==> src/rtl/spi_ip_pkg.sv <==
// Shared definitions for the SPI serial-clock generator: FSM state
// encodings, CPOL/CPHA bit positions within the latched mode field and
// the default port widths.
package spi_ip_pkg;

    localparam int DEF_DIV_WIDTH   = 8;
    localparam int DEF_BITS_WIDTH  = 6;
    localparam int DEF_GUARD_WIDTH = 4;

    // Bit positions inside the two-bit latched mode field
    localparam int MODE_CPHA_BIT = 0;
    localparam int MODE_CPOL_BIT = 1;

    typedef enum logic [2:0] {
        ST_IDLE  = 3'd0,
        ST_LEAD  = 3'd1,
        ST_RUN   = 3'd2,
        ST_TRAIL = 3'd3,
        ST_LAG   = 3'd4,
        ST_DONE  = 3'd5
    } sckg_state_e;

endpackage

==> src/rtl/spi_ip_sclk_tick.sv <==
// Loadable half-period counter. Counts 0..limit_i, flags tick_o while the
// count equals limit_i and wraps to 0 on the following edge. clear_i forces
// the count back to 0. Also used to time the guard intervals.
module spi_ip_sclk_tick #(
    parameter int PARAM_CNT_WIDTH = 8
) (
    input  logic                       clk_i,
    input  logic                       rst_n_i,
    input  logic                       clear_i,
    input  logic [PARAM_CNT_WIDTH-1:0] limit_i,
    output logic                       tick_o
);

    logic [PARAM_CNT_WIDTH-1:0] cnt_q;
    logic [PARAM_CNT_WIDTH-1:0] cnt_d;

    assign tick_o = (cnt_q == limit_i);

    // Next count: clear has priority, then wrap on tick, otherwise count up
    always_comb begin
        cnt_d = cnt_q + PARAM_CNT_WIDTH'(1);
        if (clear_i || tick_o) begin
            cnt_d = '0;
        end
    end

    // Count register
    always_ff @(posedge clk_i or negedge rst_n_i) begin
        if (!rst_n_i) begin
            cnt_q <= '0;
        end else begin
            cnt_q <= cnt_d;
        end
    end

endmodule

==> src/rtl/spi_ip_sclk_gen.sv <==
// SPI serial-clock generator: produces a burst of 2N SCLK edges with an
// arbitrary half-period (div+1 system clocks), registered sample/shift
// strobes for all four CPOL/CPHA modes and a start/busy/done handshake.
// Optional guard intervals before and after the burst are enabled by
// defining SPI_IP_SCLK_GUARD_EN.
module spi_ip_sclk_gen
    import spi_ip_pkg::*;
#(
    parameter int PARAM_DIV_WIDTH   = DEF_DIV_WIDTH,
    parameter int PARAM_BITS_WIDTH  = DEF_BITS_WIDTH,
    parameter int PARAM_GUARD_WIDTH = DEF_GUARD_WIDTH
) (
    input  logic                         sckg_clk_i,
    input  logic                         sckg_rst_n_i,
    input  logic                         sckg_start_i,
    input  logic                         sckg_abort_i,
    input  logic                         sckg_cpol_i,
    input  logic                         sckg_cpha_i,
    input  logic [PARAM_DIV_WIDTH-1:0]   sckg_div_i,
    input  logic [PARAM_BITS_WIDTH-1:0]  sckg_bits_i,
`ifdef SPI_IP_SCLK_GUARD_EN
    input  logic [PARAM_GUARD_WIDTH-1:0] sckg_guard_i,
`endif
    output logic                         sckg_sclk_o,
    output logic                         sckg_sample_o,
    output logic                         sckg_shift_o,
    output logic                         sckg_busy_o,
    output logic                         sckg_done_o
);

    localparam int CNT_W  = (PARAM_DIV_WIDTH > PARAM_GUARD_WIDTH) ? PARAM_DIV_WIDTH : PARAM_GUARD_WIDTH;
    localparam int EDGE_W = PARAM_BITS_WIDTH + 1;

    sckg_state_e                 state_q, state_d;
    logic [PARAM_DIV_WIDTH-1:0]  div_q, div_d;
    logic [PARAM_BITS_WIDTH-1:0] bits_q, bits_d;
    logic [1:0]                  mode_q, mode_d;
    logic [EDGE_W-1:0]           edge_q, edge_d;
    logic                        sclk_q, sclk_d;
    logic                        sample_q, sample_d;
    logic                        shift_q, shift_d;
    logic                        done_q, done_d;

    logic [EDGE_W-1:0]           last_edge;
    logic [CNT_W-1:0]            limit;
    logic                        tick;
    logic                        cnt_clear;
    logic                        accept;
    logic                        abort_hit;
    logic                        guard_zero;
    logic                        guard_start_zero;

`ifdef SPI_IP_SCLK_GUARD_EN
    logic [PARAM_GUARD_WIDTH-1:0] guard_q, guard_d;
    assign guard_zero       = (guard_q == '0);
    assign guard_start_zero = (sckg_guard_i == '0);
`else
    assign guard_zero       = 1'b1;
    assign guard_start_zero = 1'b1;
`endif

    assign accept    = (state_q == ST_IDLE) && sckg_start_i;
    assign abort_hit = (state_q != ST_IDLE) && sckg_abort_i;
    assign last_edge = {bits_q, 1'b0} - EDGE_W'(1);
    assign cnt_clear = (state_q == ST_IDLE) || (state_d != state_q);

    // Counter limit: guard length in LEAD/LAG, half-period otherwise
    always_comb begin
        limit = CNT_W'(div_q);
`ifdef SPI_IP_SCLK_GUARD_EN
        if ((state_q == ST_LEAD) || (state_q == ST_LAG)) begin
            limit = CNT_W'(guard_q - PARAM_GUARD_WIDTH'(1));
        end
`endif
    end

    spi_ip_sclk_tick #(
        .PARAM_CNT_WIDTH (CNT_W)
    ) u_tick (
        .clk_i   (sckg_clk_i),
        .rst_n_i (sckg_rst_n_i),
        .clear_i (cnt_clear),
        .limit_i (limit),
        .tick_o  (tick)
    );

    // Burst configuration is captured only when a start is accepted
    always_comb begin
        div_d  = div_q;
        bits_d = bits_q;
        mode_d = mode_q;
`ifdef SPI_IP_SCLK_GUARD_EN
        guard_d = guard_q;
`endif
        if (accept) begin
            div_d                 = sckg_div_i;
            bits_d                = sckg_bits_i;
            mode_d[MODE_CPOL_BIT] = sckg_cpol_i;
            mode_d[MODE_CPHA_BIT] = sckg_cpha_i;
`ifdef SPI_IP_SCLK_GUARD_EN
            guard_d               = sckg_guard_i;
`endif
        end
    end

    // Next-state logic; abort from any busy state returns straight to IDLE
    always_comb begin
        state_d = state_q;
        case (state_q)
            ST_IDLE: begin
                if (sckg_start_i) begin
                    if (!guard_start_zero)      state_d = ST_LEAD;
                    else if (sckg_bits_i == '0) state_d = ST_TRAIL;
                    else                        state_d = ST_RUN;
                end
            end
            ST_LEAD: begin
                if (tick) state_d = (bits_q == '0) ? ST_TRAIL : ST_RUN;
            end
            ST_RUN: begin
                if (tick && (edge_q == last_edge)) state_d = ST_TRAIL;
            end
            ST_TRAIL: begin
                if (tick) state_d = guard_zero ? ST_DONE : ST_LAG;
            end
            ST_LAG: begin
                if (tick) state_d = ST_DONE;
            end
            ST_DONE: begin
                state_d = ST_IDLE;
            end
            default: begin
                state_d = ST_IDLE;
            end
        endcase
        if (abort_hit) begin
            state_d = ST_IDLE;
        end
    end

    // Output logic: SCLK level, edge index, strobes and completion pulse
    always_comb begin
        sclk_d   = sclk_q;
        edge_d   = edge_q;
        sample_d = 1'b0;
        shift_d  = 1'b0;
        done_d   = 1'b0;
        case (state_q)
            ST_IDLE: begin
                sclk_d = sckg_cpol_i;
                edge_d = '0;
            end
            ST_RUN: begin
                if (tick) begin
                    sclk_d = ~sclk_q;
                    edge_d = edge_q + EDGE_W'(1);
                    if (mode_q[MODE_CPHA_BIT]) begin
                        shift_d  = ~edge_q[0];
                        sample_d = edge_q[0];
                    end else begin
                        sample_d = ~edge_q[0];
                        shift_d  = edge_q[0] && (edge_q != last_edge);
                    end
                end
            end
            ST_DONE: begin
                done_d = 1'b1;
            end
            default: begin
                sclk_d = sclk_q;
            end
        endcase
        if (abort_hit) begin
            sclk_d   = mode_q[MODE_CPOL_BIT];
            edge_d   = '0;
            sample_d = 1'b0;
            shift_d  = 1'b0;
            done_d   = 1'b0;
        end
    end

    // State and output registers
    always_ff @(posedge sckg_clk_i or negedge sckg_rst_n_i) begin
        if (!sckg_rst_n_i) begin
            state_q  <= ST_IDLE;
            div_q    <= '0;
            bits_q   <= '0;
            mode_q   <= '0;
            edge_q   <= '0;
            sclk_q   <= 1'b0;
            sample_q <= 1'b0;
            shift_q  <= 1'b0;
            done_q   <= 1'b0;
`ifdef SPI_IP_SCLK_GUARD_EN
            guard_q  <= '0;
`endif
        end else begin
            state_q  <= state_d;
            div_q    <= div_d;
            bits_q   <= bits_d;
            mode_q   <= mode_d;
            edge_q   <= edge_d;
            sclk_q   <= sclk_d;
            sample_q <= sample_d;
            shift_q  <= shift_d;
            done_q   <= done_d;
`ifdef SPI_IP_SCLK_GUARD_EN
            guard_q  <= guard_d;
`endif
        end
    end

    assign sckg_sclk_o   = sclk_q;
    assign sckg_sample_o = sample_q;
    assign sckg_shift_o  = shift_q;
    assign sckg_busy_o   = (state_q != ST_IDLE);
    assign sckg_done_o   = done_q;

endmodule

==> config.mk <==
export PLATFORM = sky130hd
export DESIGN_NAME = spi_ip_sclk_gen
export DESIGN_NICKNAME = d
export VERILOG_FILES = /design/src/rtl/spi_ip_pkg.sv /design/src/rtl/spi_ip_sclk_tick.sv /design/src/rtl/spi_ip_sclk_gen.sv
export SDC_FILE = /design/constraint.sdc
export NUM_CORES = 1
export LEC_CHECK = 0
export CELL_PAD_IN_SITES_DETAIL_PLACEMENT = 0
export CELL_PAD_IN_SITES_GLOBAL_PLACEMENT = 1
export CORE_MARGIN = 2
export CORE_UTILIZATION = 40
export CTS_BUF_LIST = sky130_fd_sc_hd__clkbuf_4 sky130_fd_sc_hd__clkbuf_8 sky130_fd_sc_hd__clkbuf_16
export DETAILED_ROUTE_END_ITERATION = 10
export MAX_ROUTING_LAYER = met4
export PLACE_DENSITY_LB_ADDON = 0.08
export RECOVER_POWER = 100
export SETUP_SLACK_MARGIN = 0.1
export SKIP_CTS_REPAIR_TIMING = 1
export SKIP_LAST_GASP = 1
export SYNTH_ARGS = -nofsm -noshare
export SYNTH_HDL_FRONTEND = slang
export SYNTH_SLANG_ARGS = --single-unit
==> constraint.sdc <==
create_clock -name sckg_clk_i -period 3.9 [get_ports sckg_clk_i]
set_input_delay 0.585 -clock sckg_clk_i [delete_from_list [all_inputs] [get_ports sckg_clk_i]]
set_output_delay 0.585 -clock sckg_clk_i [all_outputs]
set_load 0.03 [all_outputs]
[Word-level counts from Yosys, hierarchy flattened]
Index checks and enable logic that the tools add are counted.
Storage, ports and cells
  register bits: 38
  bits of input ports: 20
  logic and storage cells: 63
  output and inout port bits: 5
Cells by class
  reduce and logical (&&, ||, !) cells: 13
  equal/unequal tests: 10
  bitwise logic cells: 2
  muxes and demuxes: 25
  $add $sub $neg: 3
Operator list (number)
  2-to-1 mux 3 bit: 5
  2-to-1 mux 1 bit: 14
  2-to-1 mux 7 bit: 2
  one-hot mux 7 bit (2 select lines): 1
  zero test 6 bit: 2
  one-hot mux 3 bit (4 select lines): 1
  adder 8 x 1 -> 8 bit (second input constant): 1
  == test 8 bit: 1
  2-to-1 mux 8 bit: 1
  adder 7 x 1 -> 7 bit (second input constant): 1
  == test 7 bit: 1
  inequality test 7 bit: 1
  subtractor 7 x 1 -> 7 bit (second input constant): 1
  == test 3 x 2 -> 1 bit (second input constant): 2
  == test 3 bit (second input constant): 2
  nonzero test 3 bit: 2
  logical AND 1 bit: 4
  == test 3 x 1 -> 1 bit (second input constant): 1
  zero test 3 bit: 1
  inequality test 3 bit: 1
  inequality test 3 bit (second input constant): 1
  logical OR 1 bit: 2
  inverter 1 bit: 2
  one-hot mux 1 bit (2 select lines): 1
  other kinds (2): 2

[Logic depth before layout (Yosys ltp)]
Gate-level depths: netlist of the first run.
  depth after elaboration: 10
  gate-level depth with buffers: 7
  mapped depth without buffers: 7

[Hierarchy]
From an unflattened synthesis of the first run, not the netlist that was laid out.
Unflattened totals
  cell total of the unflattened synthesis: 197
  area total of the unflattened synthesis: 2133.3 um^2
By module, submodules not included
  spi_ip_sclk_gen: instances 1, seq. area each 750.7 um^2, area an instance 1611.5 um^2, cells each 151
  spi_ip_sclk_tick: instances 1, seq. area each 200.2 um^2, area an instance 521.8 um^2, cells each 46

[Least setup slack after synthesis of the first run]
OpenSTA, ideal clock, no wires.
  path type: register -> register
  start: reg bits_q[0]
  end: reg shift_q (netlist: sckg_shift_o)
  period minus slack after synthesis: 1793 ps
  buffers on the path: 0
  setup time: 124 ps
  arrival time: 1669 ps
  path slack: 2107 ps
  data required time: 3776 ps
  stages on the path, launching flop included: 8
  path through: dfrtp_1 > inv_1 > ha_1 > xnor2_1 > a21oi_1 > o2111ai_1 > or4_4 > nor3b_1
On the way
  word-level cells in the longest chain between the ends: 7
RTL lines
  from (decl): line spi_ip_sclk_gen.sv:36  | logic [PARAM_BITS_WIDTH-1:0] bits_q, bits_d;
  from (signal assigned): line spi_ip_sclk_gen.sv:200  | bits_q <= bits_d;
  subtractor 7 x 1 -> 7 bit: line spi_ip_sclk_gen.sv:64  | assign last_edge = {bits_q, 1'b0} - EDGE_W'(1);
  inequality test 7 bit: line spi_ip_sclk_gen.sv:162  | shift_d = edge_q[0] && (edge_q != last_edge);
  logical AND 1 bit: line spi_ip_sclk_gen.sv:162
  2-to-1 mux 1 bit: line spi_ip_sclk_gen.sv:157  | if (mode_q[MODE_CPHA_BIT]) begin
  2-to-1 mux 1 bit: line spi_ip_sclk_gen.sv:154  | if (tick) begin
  2-to-1 mux 1 bit: line spi_ip_sclk_gen.sv:148  | case (state_q)
  2-to-1 mux 1 bit: line spi_ip_sclk_gen.sv:173  | if (abort_hit) begin
  net shift_d: line spi_ip_sclk_gen.sv:41  | logic shift_q, shift_d;
  to (signal assigned): line spi_ip_sclk_gen.sv:205  | shift_q <= shift_d;
  to (decl): line spi_ip_sclk_gen.sv:41
The timed path passes the listed nets, and every way through them passes these cells.
A chain may end at the register's enable or synchronous reset.

[Worst setup path in the final report of the first run]
  start: reg state_q[1]
  end: out sckg_busy_o
On the way
  word-level cells in the longest chain between the ends: 1
RTL lines
  from (decl): line spi_ip_sclk_gen.sv:34  | sckg_state_e state_q, state_d;
  from (signal assigned): line spi_ip_sclk_gen.sv:198  | state_q <= state_d;
  nonzero test 3 bit: line spi_ip_sclk_gen.sv:216  | assign sckg_busy_o = (state_q != ST_IDLE);
  to (decl): line spi_ip_sclk_gen.sv:27  | output logic sckg_busy_o,
No other way between the ends.

==> results of run 1 <==
## metrics by stage
stage / setup WS [ns] / hold WS [ns] / util [%] / instance area [µm²] / cells
finish: 1.219 / 0.4963 / 50.82 / 2416 / 286
global placement: 1.645 / 0.4769 / 48.29 / 2296 / 278
detailed placement: 1.592 / 0.4855 / 48.29 / 2296 / 278
floorplan: 2.107 / 0.2894 / - / 1992 / 190
CTS: 1.477 / 0.4251 / 51.29 / 2439 / 286
global route: 1.137 / 0.5158 / 50.82 / 2416 / 286
## where the power goes
part           internal (µW)  switching (µW)  leakage [µW]
Clock                    273             141     0.0000714
Combinational            120             125      0.000429
Sequential               447            51.4      0.000490
## worst max-delay path, stage by stage, from the launching register on
cell	delay, ns
sky130_fd_sc_hd__dfrtp_1	0.49
sky130_fd_sc_hd__nor3_1	0.50
sky130_fd_sc_hd__inv_2	0.10
sky130_fd_sc_hd__dlygate4sd3_1	0.71
## worst min-delay path by stage
| stage | depth (start not counted) | slack, ns | startpoint | end |
|---|---|---|---|---|
| global placement | 1 | 0.48 | mode_q[1] | mode_q[1] |
| floorplan | 0 | 0.29 | sckg_rst_n_i | bits_q[0] |
| detailed placement | 1 | 0.49 | mode_q[1] | mode_q[1] |
| CTS | 1 | 0.43 | sckg_rst_n_i | div_q[7] |
| global route | 1 | 0.52 | mode_q[1] | mode_q[1] |
| finish | 1 | 0.50 | mode_q[1] | mode_q[1] |
## placed cells by master (no fill, tap or decap), types with 2 or more instances in the layout
cell type	Yosys	layout
sky130_fd_sc_hd__nor3_1	6	7
sky130_fd_sc_hd__o21ai_0	3	7
sky130_fd_sc_hd__dfrtp_1	38	38
sky130_fd_sc_hd__mux2_1	14	14
sky130_fd_sc_hd__ha_1	4	4
sky130_fd_sc_hd__clkbuf_8	0	6
sky130_fd_sc_hd__xnor2_1	18	18
sky130_fd_sc_hd__dlygate4sd3_1	0	6
sky130_fd_sc_hd__a31oi_1	2	2
sky130_fd_sc_hd__or4_1	1	2
sky130_fd_sc_hd__inv_1	8	8
sky130_fd_sc_hd__xor2_1	7	7
sky130_fd_sc_hd__nor3b_1	2	2
sky130_fd_sc_hd__nand2_1	12	12
sky130_fd_sc_hd__nand3_1	12	12
sky130_fd_sc_hd__a21oi_1	5	5
sky130_fd_sc_hd__o2111ai_1	2	2
sky130_fd_sc_hd__bufinv_16	0	2
sky130_fd_sc_hd__and3_1	4	4
sky130_fd_sc_hd__nor4_1	3	3
sky130_fd_sc_hd__o31ai_1	2	2
sky130_fd_sc_hd__nand2b_1	2	2
sky130_fd_sc_hd__o21ai_1	7	3
sky130_fd_sc_hd__and2_0	0	2
sky130_fd_sc_hd__or3_1	2	2
sky130_fd_sc_hd__clkdlybuf4s50_1	0	17
sky130_fd_sc_hd__nor2_1	17	17
## metal layers
metal | GRT usage (%) | wire length [µm]
met5 | - | 0
met3 | 3.252 | 163
met1 | 22.62 | 2006
met2 | 26.35 | 1853
met4 | 7.143 | 67
## flip-flops by register name, summed over array words and instances (netlist names)
signal	count
state_q	3
mode_q	2
bits_q	6
edge_q	7
div_q	8
sckg_sample_o	1
u_tick.cnt_q	8
sckg_shift_o	1
sckg_done_o	1
sckg_sclk_o	1
## cell families (layout without fill, tap and decap cells)
kind of cell    Yosys count  after routing  share of synthesized area [%]
simple gates             69             69                          18.91
xor+xnor                 25             25                          10.99
mux                      15             15                          8.417
fa+ha+maj                 4              4                          2.513
compound gates           27             27                          8.982
flops                    38             38                          47.74
buf+inv                  12             41                          2.449
## cell type report
type | instances | area (µm²)
clock buffer | 6 | 82.58
timing repair buffer | 24 | 234.0
multi-input combinational | 140 | 970.9
inverter | 9 | 33.78
clock inverter | 2 | 60.06
fill | 461 | 2338
tap | 67 | 83.83
sequential | 38 | 950.9
==> implementation parameters, run 1 <==
Parameter                              Value

Outcome
  Status ... finished, violations left
  Violated checks ... capacitance limit, slew limit

Synth
  Area leader, netlist ... sky130_fd_sc_hd__dfrtp_1
  Netlist cell types ... 37
  Cell types with the largest area share after synthesis ... sky130_fd_sc_hd__dfrtp_1, sky130_fd_sc_hd__mux2_1, sky130_fd_sc_hd__xnor2_1, sky130_fd_sc_hd__nor2_1, sky130_fd_sc_hd__xor2_1
  Most frequent cells after synthesis ... sky130_fd_sc_hd__dfrtp_1, sky130_fd_sc_hd__xnor2_1, sky130_fd_sc_hd__nor2_1
  Fraction of post-synthesis cell area in the top cell type by area ... 47.74%
  Post-Syn Instances ... 190
  Synth Area per Inst ... 10.48 µm²
  Number of enable-type register cells in the synthesized netlist ... 0
  Sequential element share of the synthesized area ... 47.74%
  Post-synthesis net count ... 214
  Number of warnings printed during yosys synthesis ... 0
  Flip-flop and latch count after synthesis ... 38
  Top-count cell post-synth ... sky130_fd_sc_hd__dfrtp_1
  Dominant synthesized flop cell ... sky130_fd_sc_hd__dfrtp_1
  Summed instance area of the synthesized netlist ... 0.001992 mm²
  Synth async-reset ratio ... 100.0%

Setup path
  Crit path capture ... sckg_busy_o
  Critical path launch point type ... flop
  Reg2reg setup slack ... 1.43 ns
  Data required time of the worst path ... 3.31 ns
  CP Launch Point ... state_q[1]
  Critical register-to-register path startpoint ... state_q[1]
  Cells on worst reg2reg path ... 3
  CP arrival ... 2.10 ns
  Endpoint class of the critical path ... output port
  Worst Path Class, Setup ... reg -> out
  FF-to-FF End ... bits_q[5]
  Worst-path fanout max ... 10

Clocking
  Clk slew on worst S/H paths ... 0.07 ns
  TritonCTS clock tree ... built
  Clock root buffer ... sky130_fd_sc_hd__clkbuf_8
  Max clock buf depth ... 2
  Inserted Clock Buffers ... 5
  H-tree Lvls ... 2
  Worst skew pair latency ... 0.29 ns
  Num Clock Sinks ... 38

Floorplanning
  I/O pin cnt ... 25
  Std-Cell Rows ... 25
  Total core area ... 0.004755 mm²
  Die Area ... 0.005560 mm²
  Floorplan die width ... 74.57 µm
  Initial Util ... 41.89%
  Vertical die dimension ... 74.57 µm

Route
  Post-Route WL ... 4.090 mm
  Number of DRC markers after the initial detailed-route iteration ... 91
  Via count ... 1476
  Drt first pass iters ... 4
  Routed wire length per instance ... 14.30 µm
  Antenna-violating nets left ... 0
  # DRC ... 0
  Drt via density ... 5.161

Placement
  Final weighted congestion in routability-driven placement ... 0.7857
  Hpwl dp ... 2.972 mm
  Total of buffers placed on input and output ports ... 24

Power
  Ratio of total power to cell area ... 478.6 mW/mm²
  Worst supply voltage drop on vdd ... 0.2408 mV
  Pwr Total ... 1156 µW
  Leak pwr ... 0.0009910 µW

Timing
  Total negative slack ... 0 ns
  Total setup violations reported at the end of the flow ... 0
  Shortest clock period the worst path allows after layout ... 2.681 ns
  Measured slew at the worst slew-check pin ... 2.049 ns
  Tcrit/Tclk final ... 68.74%
  Setup repair after global routing missed its margin ... no
  Fin Clk Skew ... 0.003634 ns
  Max-slew headroom at the worst pin ... -36.61%
  Final hold violations ... 0
  Peak Freq ... 373.0 MHz
  Number of pins with negative max-slew slack in the final report ... 39

Layout
  Area Growth Syn to Fin ... 21.29%
  Fraction of final layout cells with drive strength greater than 1 ... 5.479%
  Number of nets in the finished design ... 242
  Inserted Diodes ... 0

Flow run
  Max Cap Violations ... 1

Global routing
  Global route overflow ... 0
  Number of global-route vias before repair ... 1431
  First-pass GRT wire length ... 6.934 mm
  Overall routing resource usage ... 17.29%
  Largest net degree at the start of global routing ... 39
  Number of antenna violations at the first check in global routing ... 0

Min path
  Worst hold-check path type ... reg -> reg
Note: power is estimated with default switching activity, not from simulation.
==> run 2, diff against run 1 <==
- CORE_UTILIZATION: 40 -> 39
- clock period: 3.9 -> 2.2 ns (I/O delays scaled with it)
==> implementation parameters, run 2 (synthesized netlist as in run 1, its figures left out) <==
Parameter                              Value

Timing
  Max-slew headroom at the worst pin ... 36.54%
  Total negative slack ... 0 ns
  Setup repair after global routing missed its margin ... no
  Shortest clock period the worst path allows after layout ... 1.939 ns
  Final-layout worst hold slack ... 0.1762 ns
  Measured slew at the worst slew-check pin ... 0.9519 ns
  Tcrit/Tclk final ... 88.15%
  Number of pins with negative max-slew slack in the final report ... 0
  Total setup violations reported at the end of the flow ... 0
  Fin Clk Skew ... 0.007034 ns
  Final hold violations ... 0
  Peak Freq ... 515.7 MHz

Floorplanning
  I/O pin cnt ... 25
  Initial Util ... 39.76%
  Floorplan die width ... 75.47 µm
  Total core area ... 0.005010 mm²
  Vertical die dimension ... 75.47 µm
  Die Area ... 0.005695 mm²
  Std-Cell Rows ... 26

Setup path
  Crit path buf inv count ... 0
  Critical register-to-register path startpoint ... u_tick.cnt_q[0]
  Crit path max-delay family ... simple AND/OR/NAND/NOR gates
  Cells on worst reg2reg path ... 5
  Endpoint class of the critical path ... flop
  Data required time of the worst path ... 2.43 ns
  Critical-path cell with the highest stage delay ... sky130_fd_sc_hd__or4_1
  Worst-path fanout max ... 8
  Reg2reg setup slack ... 0.26 ns
  Critical path launch point type ... flop
  Ordered list of cells on the worst path ... xnor2_1, nand4_1, o31a_1, or4_1, nand2_1
  FF-to-FF End ... edge_q[4]
  CP arrival ... 2.17 ns
  Worst Path Class, Setup ... reg -> reg
  Highest cell delay on the worst timing path ... 0.49 ns
  CP Launch Point ... u_tick.cnt_q[0]

Layout
  Seq. cell area ... 950.9 µm²
  Number of nets in the finished design ... 246
  Fraction of final layout cells with drive strength greater than 1 ... 7.623%
  Number of fill cells in the layout ... 471
  Largest regs ... div_q x8, u_tick.cnt_q x8, edge_q x7
  Commonest cells after routing, fill and taps aside ... sky130_fd_sc_hd__dfrtp_1, sky130_fd_sc_hd__xnor2_1, sky130_fd_sc_hd__clkdlybuf4s50_1
  Inserted Diodes ... 0
  Final instance area ... 0.002402 mm²
  Area Growth Syn to Fin ... 20.60%
  Most frequent standard cell in the layout excluding fill and tap cells ... sky130_fd_sc_hd__dfrtp_1
  Area taken by multi-input logic gates ... 985.9 µm²

Clocking
  H-tree Lvls ... 2
  Worst skew pair latency ... 0.29 ns
  Clk slew on worst S/H paths ... 0.08 ns
  Clock root buffer ... sky130_fd_sc_hd__clkbuf_8
  Max clock buf depth ... 2
  TritonCTS clock tree ... built
  Inserted Clock Buffers ... 5
  Num Clock Sinks ... 38

Global routing
  Largest net degree at the start of global routing ... 39
  Global route overflow ... 0
  Number of antenna violations at the first check in global routing ... 0
  Overall routing resource usage ... 17.42%
  First-pass GRT wire length ... 7.182 mm
  Number of global-route vias before repair ... 1464

Power
  Clock network fraction of design power ... 27.5%
  Worst supply voltage drop on vdd ... 0.4596 mV
  Net load switching power ... 568.3 µW
  Design internal power ... 1260 µW
  Ratio of total power to cell area ... 761.0 mW/mm²
  Sequential group share of total power ... 48.4%
  Leak pwr ... 0.0009849 µW
  Switching fraction of total power ... 31.09%
  Combinational share of power ... 24.1%

Outcome
  Status ... complete, no violations

Placement
  Total of buffers placed on input and output ports ... 24
  Placed cell areas ... 0.002330 mm²
  Hpwl dp ... 3.130 mm
  Final weighted congestion in routability-driven placement ... 0.8153

Route
  Number of DRC markers after the initial detailed-route iteration ... 102
  Routed wire length per instance ... 14.40 µm
  Drt first pass iters ... 4
  Drt via density ... 5.188
  Antenna-violating nets left ... 0
  Post-Route WL ... 4.219 mm
  # DRC ... 0
  Via count ... 1520

Flow run
  Max Cap Violations ... 0

Min path
  Worst hold-check path type ... in -> async
## run 2: metal layers
metal  track usage, %  wire length, µm  up-vias
met2            27.25             1979       33
li1                 -                -      737
met4            5.263               41        0
met5                -                0        -
met1            22.67             2051      745
met3            3.968              146        5
## run 2: final cells by class
cell class | count | area share (%)
clock inverters | 2 | 0.5208
clock buffers | 6 | 3.438
multi-input cells | 140 | 41.04
inverters | 9 | 1.406
repair buffers | 28 | 10.36
well taps | 70 | 3.646
flip-flops and latches | 38 | 39.58
## run 2: power groups by stage
| stage | sequential [µW] | clock, µW | combinational, µW |
|---|---|---|---|
| after global routing | 901 | 556 | 493 |
| after floorplan | 887 | 0 | 314 |
| final | 885 | 502 | 441 |
| after CTS | 885 | 526 | 466 |
| after global placement | 897 | 0 | 454 |
| after detailed placement | 899 | 0 | 463 |
## run 2: worst max path at each step
stage	endpoint	slack, ns	cells after the start
after floorplan	sckg_shift_o	0.41	7
after global placement	edge_q[4]	0.25	5
after detailed placement	edge_q[4]	0.26	5
after CTS	sckg_busy_o	0.02	3
after global routing	edge_q[5]	0.10	5
final	edge_q[4]	0.26	5
## run 2: worst register-to-register path: stages (launching register included)
cell,delay (ns)
sky130_fd_sc_hd__dfrtp_1,0.46
sky130_fd_sc_hd__xnor2_1,0.17
sky130_fd_sc_hd__nand4_1,0.23
sky130_fd_sc_hd__o31a_1,0.46
sky130_fd_sc_hd__or4_1,0.49
sky130_fd_sc_hd__nand2_1,0.08
## run 2: metrics by stage
stage                     power (µW)  utilization, %  setup WS (ns)  instances
after global routing            1950           47.95         0.1002        293
after detailed placement        1362           46.50         0.2581        285
after floorplan                 1201               -         0.4073        190
after global placement          1351           46.50         0.2503        285
final                           1828           47.95         0.2608        293
after CTS                       1877           48.40        0.02322        293
